===== src/rtl/gcd_pkg.sv =====
// rtl/gcd_pkg.sv - shared state encoding and default width for the GCD offload responder
package gcd_pkg;

  // default operand, result and step-count width
  localparam int GCD_W = 16;

  // responder sequencing: wait for a request, iterate, hold the result
  typedef enum logic [1:0] {
    IDLE = 2'd0,
    CALC = 2'd1,
    DONE = 2'd2
  } state_t;

endpackage


===== src/rtl/gcd_step.sv =====
// rtl/gcd_step.sv - one subtraction step of the GCD iteration (pure datapath)
module gcd_step #(
  parameter int W = 16
) (
  input  logic [W-1:0] a,
  input  logic [W-1:0] b,
  output logic [W-1:0] next_a,
  output logic [W-1:0] next_b,
  output logic         eq,
  output logic         did_sub
);

  // subtract the smaller operand from the larger; equal operands mean the GCD is found
  always_comb begin
    next_a  = a;
    next_b  = b;
    eq      = (a == b);
    did_sub = (a != b);
    if (a > b) begin
      next_a = a - b;
    end else if (a < b) begin
      next_b = b - a;
    end
  end

endmodule


===== src/rtl/gcd_responder.sv =====
// rtl/gcd_responder.sv - single-outstanding GCD responder with valid/ready request and response channels
module gcd_responder
  import gcd_pkg::*;
#(
  parameter int W = GCD_W
) (
  input  logic         clk,
  input  logic         reset,
  input  logic         req_valid,
  output logic         req_ready,
  input  logic [W-1:0] req_a,
  input  logic [W-1:0] req_b,
  output logic         resp_valid,
  input  logic         resp_ready,
  output logic [W-1:0] resp_gcd,
  output logic [W-1:0] resp_steps,
  output logic         busy
);

  state_t       state;
  logic [W-1:0] a_q;
  logic [W-1:0] b_q;
  logic [W-1:0] steps_q;
  logic [W-1:0] result_q;
  logic         req_ready_q;
  logic         resp_valid_q;
  logic         busy_q;

  logic [W-1:0] step_a;
  logic [W-1:0] step_b;
  logic         step_eq;
  logic         step_sub;

  gcd_step #(
    .W(W)
  ) u_step (
    .a      (a_q),
    .b      (b_q),
    .next_a (step_a),
    .next_b (step_b),
    .eq     (step_eq),
    .did_sub(step_sub)
  );

  // sequencing, operand/step registers and the registered handshake outputs
  always_ff @(posedge clk) begin
    if (reset) begin
      state        <= IDLE;
      a_q          <= '0;
      b_q          <= '0;
      steps_q      <= '0;
      result_q     <= '0;
      req_ready_q  <= 1'b1;
      resp_valid_q <= 1'b0;
      busy_q       <= 1'b0;
    end else begin
      case (state)
        IDLE: begin
          if (req_valid && req_ready_q) begin
            steps_q     <= '0;
            req_ready_q <= 1'b0;
            busy_q      <= 1'b1;
            if ((req_a == '0) || (req_b == '0)) begin
              // a zero operand makes the other one the GCD, no iteration needed
              result_q     <= req_a | req_b;
              resp_valid_q <= 1'b1;
              state        <= DONE;
            end else begin
              a_q   <= req_a;
              b_q   <= req_b;
              state <= CALC;
            end
          end
        end
        CALC: begin
          if (step_eq) begin
            result_q     <= a_q;
            resp_valid_q <= 1'b1;
            state        <= DONE;
          end else if (step_sub) begin
            a_q     <= step_a;
            b_q     <= step_b;
            steps_q <= steps_q + W'(1);
          end
        end
        DONE: begin
          // result and step count stay on the outputs after the handshake
          if (resp_ready) begin
            resp_valid_q <= 1'b0;
            req_ready_q  <= 1'b1;
            busy_q       <= 1'b0;
            state        <= IDLE;
          end
        end
        default: begin
          state        <= IDLE;
          req_ready_q  <= 1'b1;
          resp_valid_q <= 1'b0;
          busy_q       <= 1'b0;
        end
      endcase
    end
  end

  assign req_ready  = req_ready_q;
  assign resp_valid = resp_valid_q;
  assign busy       = busy_q;
  assign resp_gcd   = result_q;
  assign resp_steps = steps_q;

endmodule


===== config.mk =====
export PLATFORM = sky130hd
export DESIGN_NAME = gcd_responder
export DESIGN_NICKNAME = d
export VERILOG_FILES = /design/src/rtl/gcd_pkg.sv /design/src/rtl/gcd_step.sv /design/src/rtl/gcd_responder.sv
export SDC_FILE = /design/constraint.sdc
export NUM_CORES = 1
export LEC_CHECK = 0
export ABC_AREA = 1
export CAP_MARGIN = 20
export CORE_ASPECT_RATIO = 0.6
export CORE_MARGIN = 5
export CORE_UTILIZATION = 57
export DETAILED_ROUTE_END_ITERATION = 10
export PLACE_DENSITY = 0.84
export REMOVE_ABC_BUFFERS = 1
export SLEW_MARGIN = 25
export SYNTH_ARGS = -nofsm -noshare
export SYNTH_HDL_FRONTEND = slang
export SYNTH_SLANG_ARGS = --single-unit
export TNS_END_PERCENT = 1

===== constraint.sdc =====
create_clock -name clk -period 3.2 [get_ports clk]
set_clock_uncertainty 0.2 [all_clocks]
set_input_delay 0.64 -clock clk [delete_from_list [all_inputs] [get_ports clk]]
set_output_delay 0.64 -clock clk [all_outputs]
set_load 0.02 [all_outputs]

==> flow_metrics.env <==
export IMPL_clk_pin_slew_ps=60
export IMPL_die_w_um=137.7
export IMPL_start_util=0.5750
export IMPL_min_to="resp_valid$_SDFFE_PP0P_"
export IMPL_clkLatencyLatePin_ps=340
export IMPL_clockBufferDepth=2
export IMPL_dp_hpwl_um=13290
export IMPL_worst_slew_pin_slew_ps=628.7
export IMPL_cts_buffers=9
export IMPL_yosysUniqueCellTypes=35
export IMPL_min_path_cells=2
export IMPL_grt_pass1_wl_um=28120
export IMPL_detail_route_first_pass_iterations=5
export IMPL_outcome="complete, no violations"
export IMPL_dieHeight_um=86.64
export IMPL_drtIter0Drc=776
export IMPL_finalPower_w=0.008098
export IMPL_drcViolationCount=0
export IMPL_gp_congestion=0.9902
export IMPL_r2r_end="b_q[14]$_SDFFE_PP0P_"
export IMPL_seqCellArea_um2=1381
export IMPL_maxSlewViolCount=0
export IMPL_cts_resized=0
export IMPL_rsz0062_at_grt="false"
export IMPL_vias=6176
export IMPL_power_leakage_nw=3.166
export IMPL_htree_levels=3
export IMPL_area_growth_pct=18.77
export IMPL_nets=1090
export IMPL_maxCapViolations=0
export IMPL_stdcell_area_um2=6628
export IMPL_multi_input_area_um2=3516
export IMPL_fin_util=0.6830
export IMPL_ys_seq_area_frac=0.2475
export IMPL_crit_fanout=24
export IMPL_reg2reg_depth=13
export IMPL_drive_gt1_frac=0.06049
export IMPL_cts_tree="built"
export IMPL_finalSetupViolations=0
export IMPL_fin_crit_ps=2891
export IMPL_grt_max_degree=43
export IMPL_post_route_period_util=0.9035
export IMPL_hold_path_class="flip-flop to flip-flop"
export IMPL_num_antenna_cells=0
export IMPL_wirelength_um=17510
export IMPL_overflow=0
export IMPL_worst_hold_startpoint="resp_valid$_SDFFE_PP0P_"
export IMPL_synth_area_um2=5580
export IMPL_cts_root_buf="clkbuf_16"
export IMPL_ys_warnings_count=0
export IMPL_worstPathRequired_ps=3230
export IMPL_synth_avg_cell_area_um2=5.807
export IMPL_num_rows=28
export IMPL_grt_antenna_before_repair=0
export IMPL_peakVddDrop_mv=0.6661
export IMPL_viasPerCell=5.324
export IMPL_netlist_instances=961
export IMPL_port_buffers=70
export IMPL_coreArea_um2=9704
export IMPL_ant_nets=0
export IMPL_worst_ep_arrival_time_ps=2920
export IMPL_endpoint_kind="flip-flop"
export IMPL_wl_per_cell_um=15.10
export IMPL_fill_cells=924
export IMPL_cts_sinks=69
export IMPL_grt_pass1_vias=5670
export IMPL_startpoint_type="flip-flop"
export IMPL_postCtsSetupBuffers=0
export IMPL_tns_ps=0
export IMPL_power_density_nw_per_um2=1222
export IMPL_synth_seq_cells=69
export IMPL_placed_area_um2=6339
export IMPL_ctsHoldBuffers=0
export IMPL_track_usage=0.3020
export IMPL_final_hold_viol_count=0
export IMPL_r2r_start="a_q[2]$_SDFFE_PP0P_"
export IMPL_critPathKind="flip-flop to flip-flop"
export IMPL_slew_headroom=0.5764
export IMPL_die_area_um2=11930
export IMPL_fmax_mhz=345.9
export IMPL_r2r_slack_ps=310
export IMPL_ios=71
[layout by cell type, fill, tap and decap left out, types with 2 or more instances in the layout]
cell             count
clkinvlp_4           3
clkbuf_16            9
a21oi_2              8
nand2_4              4
ha_1                32
nand2_2             13
buf_4                9
xor2_1               3
inv_6                2
nand3b_1             4
inv_2                2
nor2_2               3
clkdlybuf4s50_1     70
xnor2_1              2
inv_1              131
nor2_1             151
o21ai_0             34
and2_1               2
nand2_1            324
a21oi_1             39
nor3_1               6
fa_1                 2
nand4_1             17
dfxtp_1             69
nand3_1             59
o211ai_1            15
[per-stage QoR]
stage | instances | setup slack, ps | hold slack, ps
4_1_cts | 1160 | 264.0 | 279.7
3_5_place_dp | 1144 | 142.9 | 273.3
5_1_grt | 1160 | 104.0 | 309.8
2_1_floorplan | 930 | 274.7 | 257.3
6_report | 1160 | 309.0 | 276.5
3_3_place_gp | 1144 | 293.6 | 264.1
[cells by family (layout without fill, tap and decap cells)]
family | Yosys count | count (layout) | synth area share
DFF | 69 | 69 | 0.2475
and+or+nand+nor | 586 | 586 | 0.4345
adders and majority gates | 34 | 34 | 0.07892
AOI/OAI and AO/OA | 101 | 101 | 0.1078
buffers and inverters | 166 | 230 | 0.1233
xor gates and xnor gates | 5 | 5 | 0.007849
[registers in the layout, summed over array words and instances, names as in the netlist]
| register | flops |
|---|---|
| req_ready | 1 |
| busy | 1 |
| resp_gcd | 16 |
| resp_steps | 16 |
| b_q | 16 |
| state | 2 |
| a_q | 16 |
| resp_valid | 1 |
[worst max-delay path, stage by stage (launching register included)]
cell and delay (ps):
dfxtp_1 370, inv_1 80, ha_1 440, nand2_1 140, nor2_1 180, nand2_1 160, o21ai_4 240, nand2_4 190
nand2_4 120, inv_4 120, nand2_4 290, nand2_1 120, nand2_1 80, nor2_1 40
[layout make-up]
cell class / instances / share of cell area
multi-input cells: 726 / 0.5305
flip-flops and latches: 69 / 0.2084
repair buffers: 79 / 0.1159
inverters: 135 / 0.07684
clock buffers: 10 / 0.03606
well taps: 135 / 0.02549
clock inverters: 6 / 0.006796
[worst max path at each step]
stage                               end             startpoint  cells past startpoint
6_report           b_q[14]$_SDFFE_PP0P_    a_q[2]$_SDFFE_PP0P_                     13
5_1_grt            b_q[14]$_SDFFE_PP0P_    a_q[0]$_SDFFE_PP0P_                     15
4_1_cts            a_q[15]$_SDFFE_PP0P_    a_q[0]$_SDFFE_PP0P_                     14
3_5_place_dp       a_q[15]$_SDFFE_PP0P_             resp_ready                     12
3_3_place_gp       a_q[12]$_SDFFE_PP0P_             resp_ready                     12
2_1_floorplan  resp_gcd[0]$_SDFFE_PP0P_  state[0]$_SDFFE_PP0P_                      8
[metal layers]
| metal | share of wire | wire [um] | up-vias | global-route usage |
|---|---|---|---|---|
| met3 | 0.13 | 2193 | 35 | 0.1079 |
| met5 | 0 | 0 | - | 0 |
| met4 | 0.017 | 306 | 0 | 0.07713 |
| met1 | 0.49 | 8495 | 2708 | 0.4552 |
| li1 | - | - | 3108 | - |
| met2 | 0.37 | 6519 | 325 | 0.4018 |
[cells in the mapped netlist, drive strengths merged]
| library cell | count | area [um2] |
|---|---|---|
| nand2 | 341 | 1343 |
| nor2 | 155 | 596.8 |
| inv | 134 | 505.5 |
| nor3 | 6 | 30.03 |
| dfxtp | 69 | 1381 |
| clkbuf | 9 | 33.78 |
| a31o | 1 | 8.760 |
| xor2 | 3 | 26.28 |
| xnor2 | 2 | 17.52 |
| o31ai | 1 | 12.51 |
| fa | 2 | 40.04 |
| ha | 32 | 400.4 |
| o21bai | 1 | 7.510 |
| nand3 | 60 | 300.3 |
| o21ai | 35 | 186.4 |
| or2 | 1 | 6.260 |
| a21oi | 47 | 265.3 |
| o2111ai | 1 | 8.760 |
| clkinv | 1 | 3.750 |
| nand3b | 4 | 30.03 |
| nand4 | 17 | 106.4 |
| buf | 22 | 145.1 |
| o211ai | 15 | 112.6 |
| and2 | 2 | 12.51 |
[report_power, final]
part           leakage, nW  switching, W  internal, W  total, W
registers            0.566      0.000178      0.00114   0.00132
logic                 2.47       0.00401      0.00181   0.00581
clock network        0.132      0.000414     0.000550  0.000964
total                 3.17       0.00460      0.00350   0.00810
Power figures use the tool's default switching activity.
